$ cat config.mk
export PLATFORM = sky130hd
export DESIGN_NAME = fft_bin_reducer
export DESIGN_NICKNAME = d
export VERILOG_FILES = /design/src/rtl/fft_bin_reducer.sv
export SDC_FILE = /design/constraint.sdc
export NUM_CORES = 1
export LEC_CHECK = 0
export ABC_CLOCK_PERIOD_IN_PS = 3650
export CAP_MARGIN = 20
export CORE_MARGIN = 8
export CORE_UTILIZATION = 34
export CTS_BUF_LIST = sky130_fd_sc_hd__clkbuf_16
export DETAILED_ROUTE_END_ITERATION = 8
export DONT_BUFFER_PORTS = 1
export PLACE_DENSITY_LB_ADDON = 0.25
export SKIP_CTS_REPAIR_TIMING = 1
export SLEW_MARGIN = 0
export SYNTH_ARGS = -nofsm -noshare
export SYNTH_HDL_FRONTEND = slang
export SYNTH_SLANG_ARGS = --single-unit
$ cat constraint.sdc
create_clock -name clk -period 3.65 [get_ports clk]
set_input_delay 0.1825 -clock clk [delete_from_list [all_inputs] [get_ports clk]]
set_output_delay 0.1825 -clock clk [all_outputs]
set_load 0.005 [all_outputs]
$ cat src/rtl/fft_bin_reducer.sv
// fft_bin_reducer
//   On a `ready` pulse, walks 2^(HADDR_W+DECIM_LOG2) bins of the FFT magnitude
//   buffer starting at `fhead`. Every 2^DECIM_LOG2 consecutive bins are reduced
//   (max, or saturating sum) to one histogram entry.
//
// Ports
//   clk, reset    : clock, synchronous active-high reset
//   ready         : start pulse; fhead/mode sampled with it
//   faddr / fdata : FFT BRAM read port, data READ_LAT cycles after address
//   haddr / hdata / hwe : histogram BRAM write port
//   busy, done    : pass in progress / one-cycle completion pulse
//   error         : sticky, set by a start request that arrives while busy
//   peak_bin / peak_val : (FFT_PEAK_TRACK_EN only) largest entry of the pass
//
// Optional feature macro: FFT_PEAK_TRACK_EN
module fft_bin_reducer #(
  parameter int FADDR_W    = 12,
  parameter int FDATA_W    = 16,
  parameter int HADDR_W    = 10,
  parameter int HDATA_W    = 16,
  parameter int DECIM_LOG2 = 2,
  parameter int READ_LAT   = 2
) (
  input  logic               clk,
  input  logic               reset,
  input  logic               ready,
  input  logic [FADDR_W-1:0] fhead,
  input  logic               mode,
  output logic [FADDR_W-1:0] faddr,
  input  logic [FDATA_W-1:0] fdata,
  output logic [HADDR_W-1:0] haddr,
  output logic [HDATA_W-1:0] hdata,
  output logic               hwe,
  output logic               busy,
  output logic               done,
  output logic               error
`ifdef FFT_PEAK_TRACK_EN
  ,
  output logic [HADDR_W-1:0] peak_bin,
  output logic [HDATA_W-1:0] peak_val
`endif
);

  localparam int CW = HADDR_W + DECIM_LOG2;  // sample index width
  localparam int AW = FDATA_W + DECIM_LOG2;  // accumulator width, sum cannot overflow
  localparam logic [CW-1:0] GMASK = CW'((1 << DECIM_LOG2) - 1);

  typedef enum logic [1:0] {IDLE, RUN, DRAIN} state_t;
  state_t state, state_nx;

  logic [FADDR_W-1:0] fhead_q;
  logic               mode_q;
  logic [CW-1:0]      iss_cnt, cap_cnt;
  logic [READ_LAT:0]  vld_pipe;
  logic [AW-1:0]      acc, fext, comb_v;
  logic [HDATA_W-1:0] red;
  logic               accept, issue_last, wr_last;
  logic               cap, grp_first, grp_last;

  // The done cycle still counts as busy, so a start then is refused.
  always_comb begin
    accept     = ready && (state == IDLE) && !done;
    issue_last = (state == RUN) && (iss_cnt == '1);
    state_nx   = state;
    case (state)
      IDLE:    if (accept) state_nx = RUN;
      RUN:     if (issue_last) state_nx = DRAIN;
      DRAIN:   if (wr_last) state_nx = IDLE;
      default: state_nx = IDLE;
    endcase
  end

  // Reduction datapath: vld_pipe[READ_LAT] marks the cycle fdata belongs to a read.
  always_comb begin
    cap       = vld_pipe[READ_LAT];
    fext      = AW'(fdata);
    grp_first = (cap_cnt & GMASK) == '0;
    grp_last  = (cap_cnt & GMASK) == GMASK;
    if (grp_first)   comb_v = fext;
    else if (mode_q) comb_v = acc + fext;
    else             comb_v = (fext > acc) ? fext : acc;
  end

  generate
    if (AW > HDATA_W) begin : g_clamp
      always_comb red = (|comb_v[AW-1:HDATA_W]) ? '1 : comb_v[HDATA_W-1:0];
    end else begin : g_ext
      always_comb red = HDATA_W'(comb_v);
    end
  endgenerate

  always_ff @(posedge clk) begin
    if (reset) begin
      state    <= IDLE;
      fhead_q  <= '0;
      mode_q   <= 1'b0;
      iss_cnt  <= '0;
      cap_cnt  <= '0;
      vld_pipe <= '0;
      acc      <= '0;
      faddr    <= '0;
      haddr    <= '0;
      hdata    <= '0;
      hwe      <= 1'b0;
      busy     <= 1'b0;
      done     <= 1'b0;
      error    <= 1'b0;
      wr_last  <= 1'b0;
    end else begin
      state    <= state_nx;
      busy     <= (state_nx != IDLE);
      done     <= (state == DRAIN) && wr_last;
      hwe      <= 1'b0;
      wr_last  <= 1'b0;
      vld_pipe <= {vld_pipe[READ_LAT-1:0], state == RUN};

      if (accept) begin
        fhead_q <= fhead;
        mode_q  <= mode;
        error   <= 1'b0;
        iss_cnt <= '0;
        cap_cnt <= '0;
      end else if (ready) begin
        error <= 1'b1;
      end

      // Address wraps silently in FADDR_W bits.
      if (state == RUN) begin
        faddr   <= fhead_q + FADDR_W'(iss_cnt);
        iss_cnt <= iss_cnt + 1'b1;
      end

      if (cap) begin
        acc     <= comb_v;
        cap_cnt <= cap_cnt + 1'b1;
        if (grp_last) begin
          hwe     <= 1'b1;
          haddr   <= HADDR_W'(cap_cnt >> DECIM_LOG2);
          hdata   <= red;
          wr_last <= (cap_cnt == '1);
        end
      end
    end
  end

`ifdef FFT_PEAK_TRACK_EN
  // Strict compare keeps the lowest bin index on ties.
  always_ff @(posedge clk) begin
    if (reset || accept) begin
      peak_bin <= '0;
      peak_val <= '0;
    end else if (cap && grp_last && (red > peak_val)) begin
      peak_bin <= HADDR_W'(cap_cnt >> DECIM_LOG2);
      peak_val <= red;
    end
  end
`endif

endmodule
==> results.py <==
metrics = {
    "outcome": {
        "status": "completed",
    },
    "logic_synthesis": {
        "synth_top_area_cell": "dfxtp_1",
        "ys_top_cells_by_count": "105 x nand2_1, 103 x dfxtp_1, 88 x nor2_1, 71 x a21oi_1, 46 x ha_1",
        "synth-edff-count": 0,
        "synth_ff_type": "dfxtp_1",
        "synthTopCellsByArea": "dfxtp_1 34%, ha_1 9.4%, nand2_1 6.5%",
        "yosysWarnings": 0,
        "synth_area_sq_um": 6100,
        "async_flop_share_pct": 0,
        "syn_inst": 766,
        "synth.most_common_cell": "nand2_1",
        "ys_types": 68,
        "yosysTopAreaCellShare_pct": 33.8,
        "ys_seq_elements": 103,
        "syn_nets": 846,
        "ys_seq_area_share_pct": 33.8,
        "syn_area_per_cell_sq_um": 7.97,
    },
    "routing": {
        "routed_via_density": 5.22,
        "first_pass_iters": 4,
        "num_vias": 5167,
        "dr.first_iter.drc_count": 266,
        "routed_wl_um": 16000,
        "routed_wire_length_per_instance_um": 16.2,
        "ant_nets": 0,
        "drc": 0,
    },
    "grt": {
        "grt_usage_pct": 14.3,
        "grt_pass1_wl_um": 25400,
        "grt-ovfl-total": 0,
        "grt_pass1_vias": 4855,
        "antenna_found_initial": 0,
        "grt_max_degree": 102,
    },
    "clock_network": {
        "cts_buffer_depth": 2,
        "clkLatencyLatePin_ns": 0.36,
        "cts_sinks": 103,
        "clk_pin_slew_ns": 0.07,
        "cts_tree": "done",
        "cts-buffers-inserted": 9,
        "htree_levels": 3,
        "root_buffer": "clkbuf_16",
    },
    "sta": {
        "rsz0062_at_grt": "false",
        "fin_skew_ns": 0.00802,
        "fin_crit_sh_pct": 86.3,
        "hold_violations": 0,
        "fmax_mhz": 318,
        "slew_headroom_pct": 32.0,
        "period_needed_ns": 3.15,
        "setup_tns_ns": 0,
        "drv_slew": 0,
        "setup_slack_ns": 0.502,
        "setup_viol": 0,
        "tightest_slew_ns": 1.02,
    },
    "power": {
        "peakVddDrop_uv": 242,
        "power_density_nw_per_um2": 362,
        "p_leak_nw": 2.45,
    },
    "floorplan": {
        "initial_utilization_pct": 34.3,
        "die_y_um": 150,
        "die_w_um": 150,
        "rows": 49,
        "dieArea_sq_um": 22500,
        "io_pins": 74,
        "core_area_sq_um": 17800,
    },
    "hold_path": {
        "hold_path_startpoint": "fdata[13]",
        "min_path_type": "input port to flip-flop",
        "hold-path-cell-count": 3,
        "hold_end": "acc[13]",
    },
    "setup_path": {
        "critPathKind": "flip-flop to flip-flop",
        "r2r_start": "acc[2]",
        "required_ns": 3.92,
        "critPathMaxFanout": 16,
        "r2r_end": "hdata[0]",
        "cp.arrival_ns": 3.42,
        "r2r_slack_ns": 0.50,
        "worst_setup_path_end_kind": "flip-flop",
        "r2r_cells": 11,
        "critPathLaunchType": "flip-flop",
    },
    "finish": {
        "n_fill_cell": 1830,
        "drive_gt1_share_pct": 7.23,
        "layout.nets": 836,
        "area_delta_synth_final_pct": 10.6,
        "finalNonFillerCells": 990,
        "diodes": 0,
        "regArea_sq_um": 2060,
        "multi_input_area_sq_um": 3730,
    },
    "place": {
        "hpwl_um": 11000,
        "gp_congestion": 0.819,
        "dp_cells": 958,
        "port_buffers": 0,
        "dpl_worst_slack_ns": 0.255,
    },
    "run": {
        "drv_cap": 0,
    },
}
==> worst max-delay path by stage <==
stage | slack, ns | startpoint | end | depth (start not counted)
final | 0.50 | acc[2] | hdata[0] | 11
after global routing | 0.21 | acc[9] | hdata[0] | 10
after CTS | 0.24 | acc[5] | hdata[0] | 11
after detailed placement | 0.26 | acc[5] | hdata[11] | 11
after global placement | 0.34 | acc[2] | hdata[6] | 11
after floorplan | 0.87 | acc[1] | hdata[10] | 12
==> placed cells by master (no fill, tap or decap), types with 10 or more instances in the layout <==
cell,synthesis,routed
ha_1,46,46
dlygate4sd3_1,0,14
and3_1,13,13
inv_1,37,38
a21oi_1,71,71
nor2b_1,14,14
a211oi_1,10,10
xor2_1,10,10
nor2_1,88,88
o21ai_0,20,20
nand3_1,14,14
nand2_1,105,105
a31oi_1,10,10
xnor2_1,20,20
nor3_1,20,19
dfxtp_1,103,103
==> through the flow <==
stage	utilization, %	hold WS [ns]	instance area [sq um]	total power, W
2_1_floorplan	-	0.318	6100	0.00138
3_3_place_gp	35.2	0.263	6260	0.00142
3_5_place_dp	35.2	0.263	6260	0.00142
4_1_cts	37.0	-0.137	6570	0.00245
5_1_grt	38.0	0.137	6750	0.00255
6_report	38.0	0.152	6750	0.00245
==> state kept, by name (all words and copies together) (netlist names) <==
register	count
hdata	16
busy	1
acc	18
fhead_q	12
error	1
mode_q	1
cap_cnt	12
wr_last	1
done	1
iss_cnt	12
faddr	12
hwe	1
haddr	10
vld_pipe	3
state	2
==> layer usage <==
metal,track usage [%],routed length [um]
met1,18.0,7420
met2,23.2,7350
met3,3.60,1040
met4,5.10,216
met5,0,0
==> logic make-up after synthesis <==
kind of cell             synth area share [%]
XOR/XNOR                                 4.31
flip-flops                               33.8
buffers and inverters                    5.21
AO/OA/AOI/OAI                            22.6
multiplexers                             1.60
AND/OR/NAND/NOR                          22.4
adder cells (fa/ha/maj)                  10.1
==> layout make-up <==
cell class | instances | share of cell area [%]
inverters | 38 | 2.11
clock buffers | 9 | 3.34
clock inverters | 7 | 1.19
multi-input cells | 582 | 55.3
repair buffers | 22 | 3.32
well taps | 229 | 4.24
flip-flops and latches | 103 | 30.5
==> power by group <==
part	switching [W]	internal, W	leakage (nW)
Clock	0.000480	0.000543	0.154
Combinational	0.000157	0.000103	1.46
Sequential	0.0000192	0.00114	0.834
Total	0.000656	0.00179	2.45
==> critical path, stage by stage (launching register included) <==
cell	delay [ns]
dfxtp_1	0.35
inv_1	0.07
ha_1	0.36
nor3b_2	0.24
o31ai_2	0.13
a2111oi_4	0.37
o21ai_2	0.12
a21oi_2	0.18
o211ai_2	0.13
xor2_1	0.18
a311o_2	0.58
a311oi_1	0.34
Note: power is estimated with default switching activity, not from simulation.
